### src/rtl/iter_divider.sv
// Radix-2 restoring divider: collects dividend/divisor on two valid/ready
// channels, iterates one quotient bit per cycle, and pulses {quotient, remainder}.
module iter_divider #(
    parameter bit SIGNED = 1'b1
) (
    input  logic        clk,
    input  logic        resetn,
    input  logic [31:0] s_axis_dividend_tdata,
    input  logic        s_axis_dividend_tvalid,
    output logic        s_axis_dividend_tready,
    input  logic [31:0] s_axis_divisor_tdata,
    input  logic        s_axis_divisor_tvalid,
    output logic        s_axis_divisor_tready,
    output logic [63:0] m_axis_dout_tdata,
    output logic        m_axis_dout_tvalid
);

    localparam int unsigned DATA_W = 32;
    localparam int unsigned REM_W  = DATA_W + 1;
    localparam int unsigned CNT_W  = 5;

    localparam logic [1:0] ST_IDLE = 2'd0;
    localparam logic [1:0] ST_BUSY = 2'd1;
    localparam logic [1:0] ST_DONE = 2'd2;

    localparam logic [CNT_W-1:0] LAST_ITER = CNT_W'(DATA_W - 1);

    function automatic logic [DATA_W-1:0] mag(input logic [DATA_W-1:0] x);
        return (SIGNED && x[DATA_W-1]) ? DATA_W'(-x) : x;
    endfunction

    function automatic logic [DATA_W-1:0] neg_if(input logic neg, input logic [DATA_W-1:0] x);
        return neg ? DATA_W'(-x) : x;
    endfunction

    logic [1:0]        state_q, state_nxt;
    logic [DATA_W-1:0] dvd_q, dvd_nxt;      // raw dividend in IDLE, quotient shift register in BUSY
    logic [DATA_W-1:0] dvs_q, dvs_nxt;
    logic [REM_W-1:0]  rem_q, rem_nxt;
    logic [CNT_W-1:0]  cnt_q, cnt_nxt;
    logic              quo_neg_q, quo_neg_nxt;
    logic              rem_neg_q, rem_neg_nxt;
    logic              dividend_tready_nxt, divisor_tready_nxt;
    logic              dout_tvalid_nxt;
    logic [63:0]       dout_tdata_nxt;

    logic              dvd_fire, dvs_fire;
    logic [DATA_W-1:0] op_dvd, op_dvs;
    logic [REM_W:0]    rem_sh, trial;
    logic              q_bit;
    logic [REM_W-1:0]  rem_upd;
    logic [DATA_W-1:0] quo_upd;

    // State and datapath registers
    always_ff @(posedge clk) begin
        if (!resetn) begin
            state_q                <= ST_IDLE;
            dvd_q                  <= '0;
            dvs_q                  <= '0;
            rem_q                  <= '0;
            cnt_q                  <= '0;
            quo_neg_q              <= 1'b0;
            rem_neg_q              <= 1'b0;
            s_axis_dividend_tready <= 1'b1;
            s_axis_divisor_tready  <= 1'b1;
            m_axis_dout_tvalid     <= 1'b0;
            m_axis_dout_tdata      <= '0;
        end else begin
            state_q                <= state_nxt;
            dvd_q                  <= dvd_nxt;
            dvs_q                  <= dvs_nxt;
            rem_q                  <= rem_nxt;
            cnt_q                  <= cnt_nxt;
            quo_neg_q              <= quo_neg_nxt;
            rem_neg_q              <= rem_neg_nxt;
            s_axis_dividend_tready <= dividend_tready_nxt;
            s_axis_divisor_tready  <= divisor_tready_nxt;
            m_axis_dout_tvalid     <= dout_tvalid_nxt;
            m_axis_dout_tdata      <= dout_tdata_nxt;
        end
    end

    // Next-state, operand capture and one restoring step per BUSY cycle
    always_comb begin
        state_nxt           = state_q;
        dvd_nxt             = dvd_q;
        dvs_nxt             = dvs_q;
        rem_nxt             = rem_q;
        cnt_nxt             = cnt_q;
        quo_neg_nxt         = quo_neg_q;
        rem_neg_nxt         = rem_neg_q;
        dividend_tready_nxt = s_axis_dividend_tready;
        divisor_tready_nxt  = s_axis_divisor_tready;
        dout_tvalid_nxt     = 1'b0;
        dout_tdata_nxt      = m_axis_dout_tdata;

        dvd_fire = s_axis_dividend_tvalid && s_axis_dividend_tready;
        dvs_fire = s_axis_divisor_tvalid && s_axis_divisor_tready;
        op_dvd   = dvd_fire ? s_axis_dividend_tdata : dvd_q;
        op_dvs   = dvs_fire ? s_axis_divisor_tdata : dvs_q;

        rem_sh  = {rem_q, dvd_q[DATA_W-1]};
        trial   = rem_sh - {2'b00, dvs_q};
        q_bit   = ~trial[REM_W];
        rem_upd = q_bit ? REM_W'(trial) : REM_W'(rem_sh);
        quo_upd = {dvd_q[DATA_W-2:0], q_bit};

        case (state_q)
            ST_IDLE: begin
                if (dvd_fire) begin
                    dvd_nxt             = s_axis_dividend_tdata;
                    dividend_tready_nxt = 1'b0;
                end
                if (dvs_fire) begin
                    dvs_nxt            = s_axis_divisor_tdata;
                    divisor_tready_nxt = 1'b0;
                end
                if ((!s_axis_dividend_tready || dvd_fire) && (!s_axis_divisor_tready || dvs_fire)) begin
                    state_nxt   = ST_BUSY;
                    dvd_nxt     = mag(op_dvd);
                    dvs_nxt     = mag(op_dvs);
                    rem_nxt     = '0;
                    cnt_nxt     = '0;
                    quo_neg_nxt = SIGNED && (op_dvd[DATA_W-1] ^ op_dvs[DATA_W-1]);
                    rem_neg_nxt = SIGNED && op_dvd[DATA_W-1];
                end
            end
            ST_BUSY: begin
                rem_nxt = rem_upd;
                dvd_nxt = quo_upd;
                cnt_nxt = cnt_q + CNT_W'(1);
                if (cnt_q == LAST_ITER) begin
                    state_nxt       = ST_DONE;
                    dout_tvalid_nxt = 1'b1;
                    dout_tdata_nxt  = {neg_if(quo_neg_q, quo_upd), neg_if(rem_neg_q, rem_upd[DATA_W-1:0])};
                end
            end
            ST_DONE: begin
                state_nxt           = ST_IDLE;
                dvd_nxt             = '0;
                dvs_nxt             = '0;
                dividend_tready_nxt = 1'b1;
                divisor_tready_nxt  = 1'b1;
            end
            default: begin
                state_nxt = ST_IDLE;
            end
        endcase
    end

endmodule

### config.mk
export PLATFORM = sky130hd
export DESIGN_NAME = iter_divider
export DESIGN_NICKNAME = d
export VERILOG_FILES = /design/src/rtl/iter_divider.sv
export SDC_FILE = /design/constraint.sdc
export NUM_CORES = 1
export LEC_CHECK = 0
export BUFFER_PORTS_ARGS = -buffer_cell sky130_fd_sc_hd__buf_2
export CORE_ASPECT_RATIO = 1.25
export CORE_MARGIN = 4
export CORE_UTILIZATION = 65
export CTS_CLUSTER_DIAMETER = 100
export DETAILED_ROUTE_END_ITERATION = 12
export PLACE_DENSITY = 0.87
export SLEW_MARGIN = 20
export SYNTH_ARGS = -nofsm -noshare
export SYNTH_HDL_FRONTEND = slang
export SYNTH_SLANG_ARGS = --single-unit
### constraint.sdc
create_clock -name clk -period 13.66 [get_ports clk]
set_input_delay 2.049 -clock clk [delete_from_list [all_inputs] [get_ports clk]]
set_output_delay 2.049 -clock clk [all_outputs]
set_load 0.05 [all_outputs]
==> flow_summary_export.csv <==
group,metric,value,unit
synthesis,synth_top_area_cell,"dfxtp_1",
synthesis,ys_seq_elements,173,
synthesis,ys_types,86,
synthesis,ys_warn_count,0,
timing,rsz0062_at_grt,"false",
worst_setup_path,crit_type,"reg2reg",
timing,post-route-min-period,6470,ps
clock_network,cts_hold_buf,0,
global_route,antenna_found_initial,0,
finish,final_layout_size_suffix_gt1_share,12.0,%
routing,wl_per_cell,19.9,um
synthesis,seq_area_frac_synth,26.2,%
finish,fin_util,72.1,%
worst_setup_path,start_kind,"flop",
timing,tightest_slew,1050,ps
timing,max_slew_margin,29.7,%
routing,initialDrtViolationCount,1337,
min_path,hp-class,"reg2reg",
floorplanning,die_h,167,um
finish,stdcell_count,2156,
placed_design,dpl.hpwl,32.1,mm
finish,nets,1984,
synthesis,synth.avg_cell_area,7.22,um2
power_and_ir_drop,leakage,5.77,nW
clock_network,cts.repair.resized,0,
worst_setup_path,path_max_fanout,50,
floorplanning,rows,58,
placed_design,routabilityCongestion,0.975,
status,outcome,"finished clean",
synthesis,async_reset_ff_share,0,%
routing,dr_wl_met3,2.96,mm
global_route,grt_pass1_vias,13200,
clock_network,cts_sinks,173,
worst_setup_path,cp_slowest_cell,"a21boi_0",
timing,fmax,154,MHz
worst_setup_path,crit_chain,"inv_1 -> ha_1 -> nand4_1 -> nor3_1 -> a21boi_0 -> o2111ai_1 -> and3_1 -> nor2_4 -> buf_4 -> mux2i_1 -> ha_1 -> inv_1 -> or4_1 -> nor4_1 -> a41o_1 -> o211ai_1 -> nor3_1 -> nand4_1 -> and4_1",
floorplanning,start_util,65.9,%
floorplanning,die_area,0.0227,mm2
routing,ant_nets,0,
global_route,grt_max_degree,97,
clock_network,cts_made_buffers,17,
timing,hold_ws,456,ps
timing,hold_viol_final,0,
routing,highest_layer,"met4",
routing,num_vias,14100,
placed_design,placed_cells,2124,
worst_setup_path,end_kind,"flop",
placed_design,dpl_worst_slack,7430,ps
routing,firstDrtPassIters,6,
routing,m1WireLength,15.7,mm
timing,fin_ws,7190,ps
power_and_ir_drop,power_density,138,mW/mm2
global_route,grt_usage,37.3,%
timing,maxSlewViolCount,0,
global_route,grt_remaining_overflow,0,
timing,skew,16.6,ps
routing,avgViaCountPerCell,6.55,
finish,area_growth,9.48,%
clock_network,cts_tree,"done",
routing,route.met2.wl,20.2,mm
clock_network,postCtsSetupBuffers,0,
clock_network,clk_latency,440,ps
worst_setup_path,worst-endpoint-arrival,6810,ps
synthesis,ys_top_cells_by_area,"dfxtp_1, a21oi_1, nor2_1, nand2_1, o21ai_0",
clock_network,clock_path_buffers,2,
finish,multiInputGateArea,0.00906,mm2
finish,antennaDiodeCount,0,
global_route,grt_pass1_wl,68.3,mm
worst_setup_path,worstPathRequired,14000,ps
synthesis,synth_edf_count,0,
finish,fillerInstances,1674,
timing,finalCritPeriodShare,47.4,%
finish,seqCellArea,0.00346,mm2
worst_setup_path,critPathMaxStageDelay,670,ps
power_and_ir_drop,irDropWorstVdd,0.0963,mV
clock_network,h-tree-depth,4,
routing,wl,42.9,mm
timing,setup-tns-final,0,ps
run,maxCapViolations,0,
synthesis,syn_inst,1828,
timing,setup_viol,0,
synthesis,synth_area,0.0132,mm2
placed_design,io_buffer_count,134,
synthesis,syn_nets,1939,
clock_network,cts-root-buf,"clkbuf_16",
routing,route.detailed.drc,0,
clock_network,clk_pin_slew,80,ps
floorplanning,core_area,0.0200,mm2
synthesis,synth_ff_type,"dfxtp_1",
floorplanning,io_pins,135,
synthesis,synth_top_area_share,26.2,%
floorplanning,die_w,135,um
-- Yosys cell counts (all sizes together), types with 25 or more instances --
master / instances
clkbuf: 102
xnor2: 52
nor2: 232
xor2: 80
mux2i: 67
nand3: 45
inv: 56
dfxtp: 173
nand2: 193
a211oi: 57
nor3: 56
ha: 42
o21ai: 151
a21oi: 179
a22oi: 25
-- per-stage QoR --
| stage | power [mW] | instance area (um2) |
|---|---|---|
| detailed placement | 1.48 | 13900 |
| global route | 2.10 | 14400 |
| floorplan | 1.25 | 13200 |
| finish | 1.99 | 14400 |
| global placement | 1.47 | 13900 |
| CTS | 1.97 | 14400 |
-- layer usage --
metal,track usage (%),vias up
met5,0,-
met4,30.1,0
met3,5.38,186
met2,62.2,739
met1,41.7,6519
li1,-,6678
-- final cells by class --
class                   count  area share [%]
clock inverters            15            1.17
repair buffers            149            5.42
inverters                  56            1.45
multi-input cells        1476            62.7
clock buffers              17            2.94
well taps                 270            2.34
flip-flops and latches    173            24.0
-- kinds of logic (layout without fill, tap and decap cells) --
| family | Yosys count | after routing | share of synthesized area [%] |
|---|---|---|---|
| xor gates and xnor gates | 132 | 132 | 8.76 |
| muxes | 69 | 69 | 5.25 |
| and+or+nand+nor | 662 | 662 | 23.0 |
| adders and majority gates | 43 | 43 | 4.13 |
| buffers and inverters | 179 | 237 | 5.24 |
| DFF | 173 | 173 | 26.2 |
| AOI/OAI and AO/OA | 570 | 570 | 27.4 |
-- sequential cells by signal, summed over array words and instances, names as in the netlist, 2 cells and up --
name               cells
m_axis_dout_tdata     64
rem_q                 33
dvd_q                 32
dvs_q                 32
cnt_q                  5
state_q                2
-- layout by cell type (no fill, tap or decap), types with 15 or more instances in the layout --
master	count
dfxtp_1	172
o21ai_0	143
clkbuf_16	17
mux2i_1	66
a211oi_1	55
ha_1	41
buf_4	15
o211ai_1	19
nor3_1	56
inv_1	54
nand3_1	45
nor2_1	231
a22oi_1	25
xnor2_1	52
a21oi_1	179
a31oi_1	17
xor2_1	80
buf_2	134
o31ai_1	20
nand2_1	192
or3_1	21
-- report_power, final --
part           switching [mW]  internal, mW
registers              0.0557         0.533
clock network           0.243         0.245
logic                   0.588         0.322
total                   0.887          1.10
-- worst max-delay path, delay by kind of cell, from the launching register on --
family,cells,cell delay [ps]
mux,1,350
fa+ha+maj,2,600
compound gates,4,1310
simple gates,9,2920
buf+inv,3,740
flops,1,410
-- final timing paths --
| path | startpoint | to | slack [ps] | cells past startpoint |
|---|---|---|---|---|
| setup / recovery | dvs_q[7] | m_axis_dout_tdata[30] | 7190 | 19 |
| hold / removal | m_axis_dout_tdata[11] | m_axis_dout_tdata[11] | 460 | 2 |
| setup reg to reg | dvs_q[7] | m_axis_dout_tdata[30] | 7190 | 19 |
| hold reg to reg | m_axis_dout_tdata[11] | m_axis_dout_tdata[11] | 460 | 2 |
Note: power is estimated with default switching activity, not from simulation.
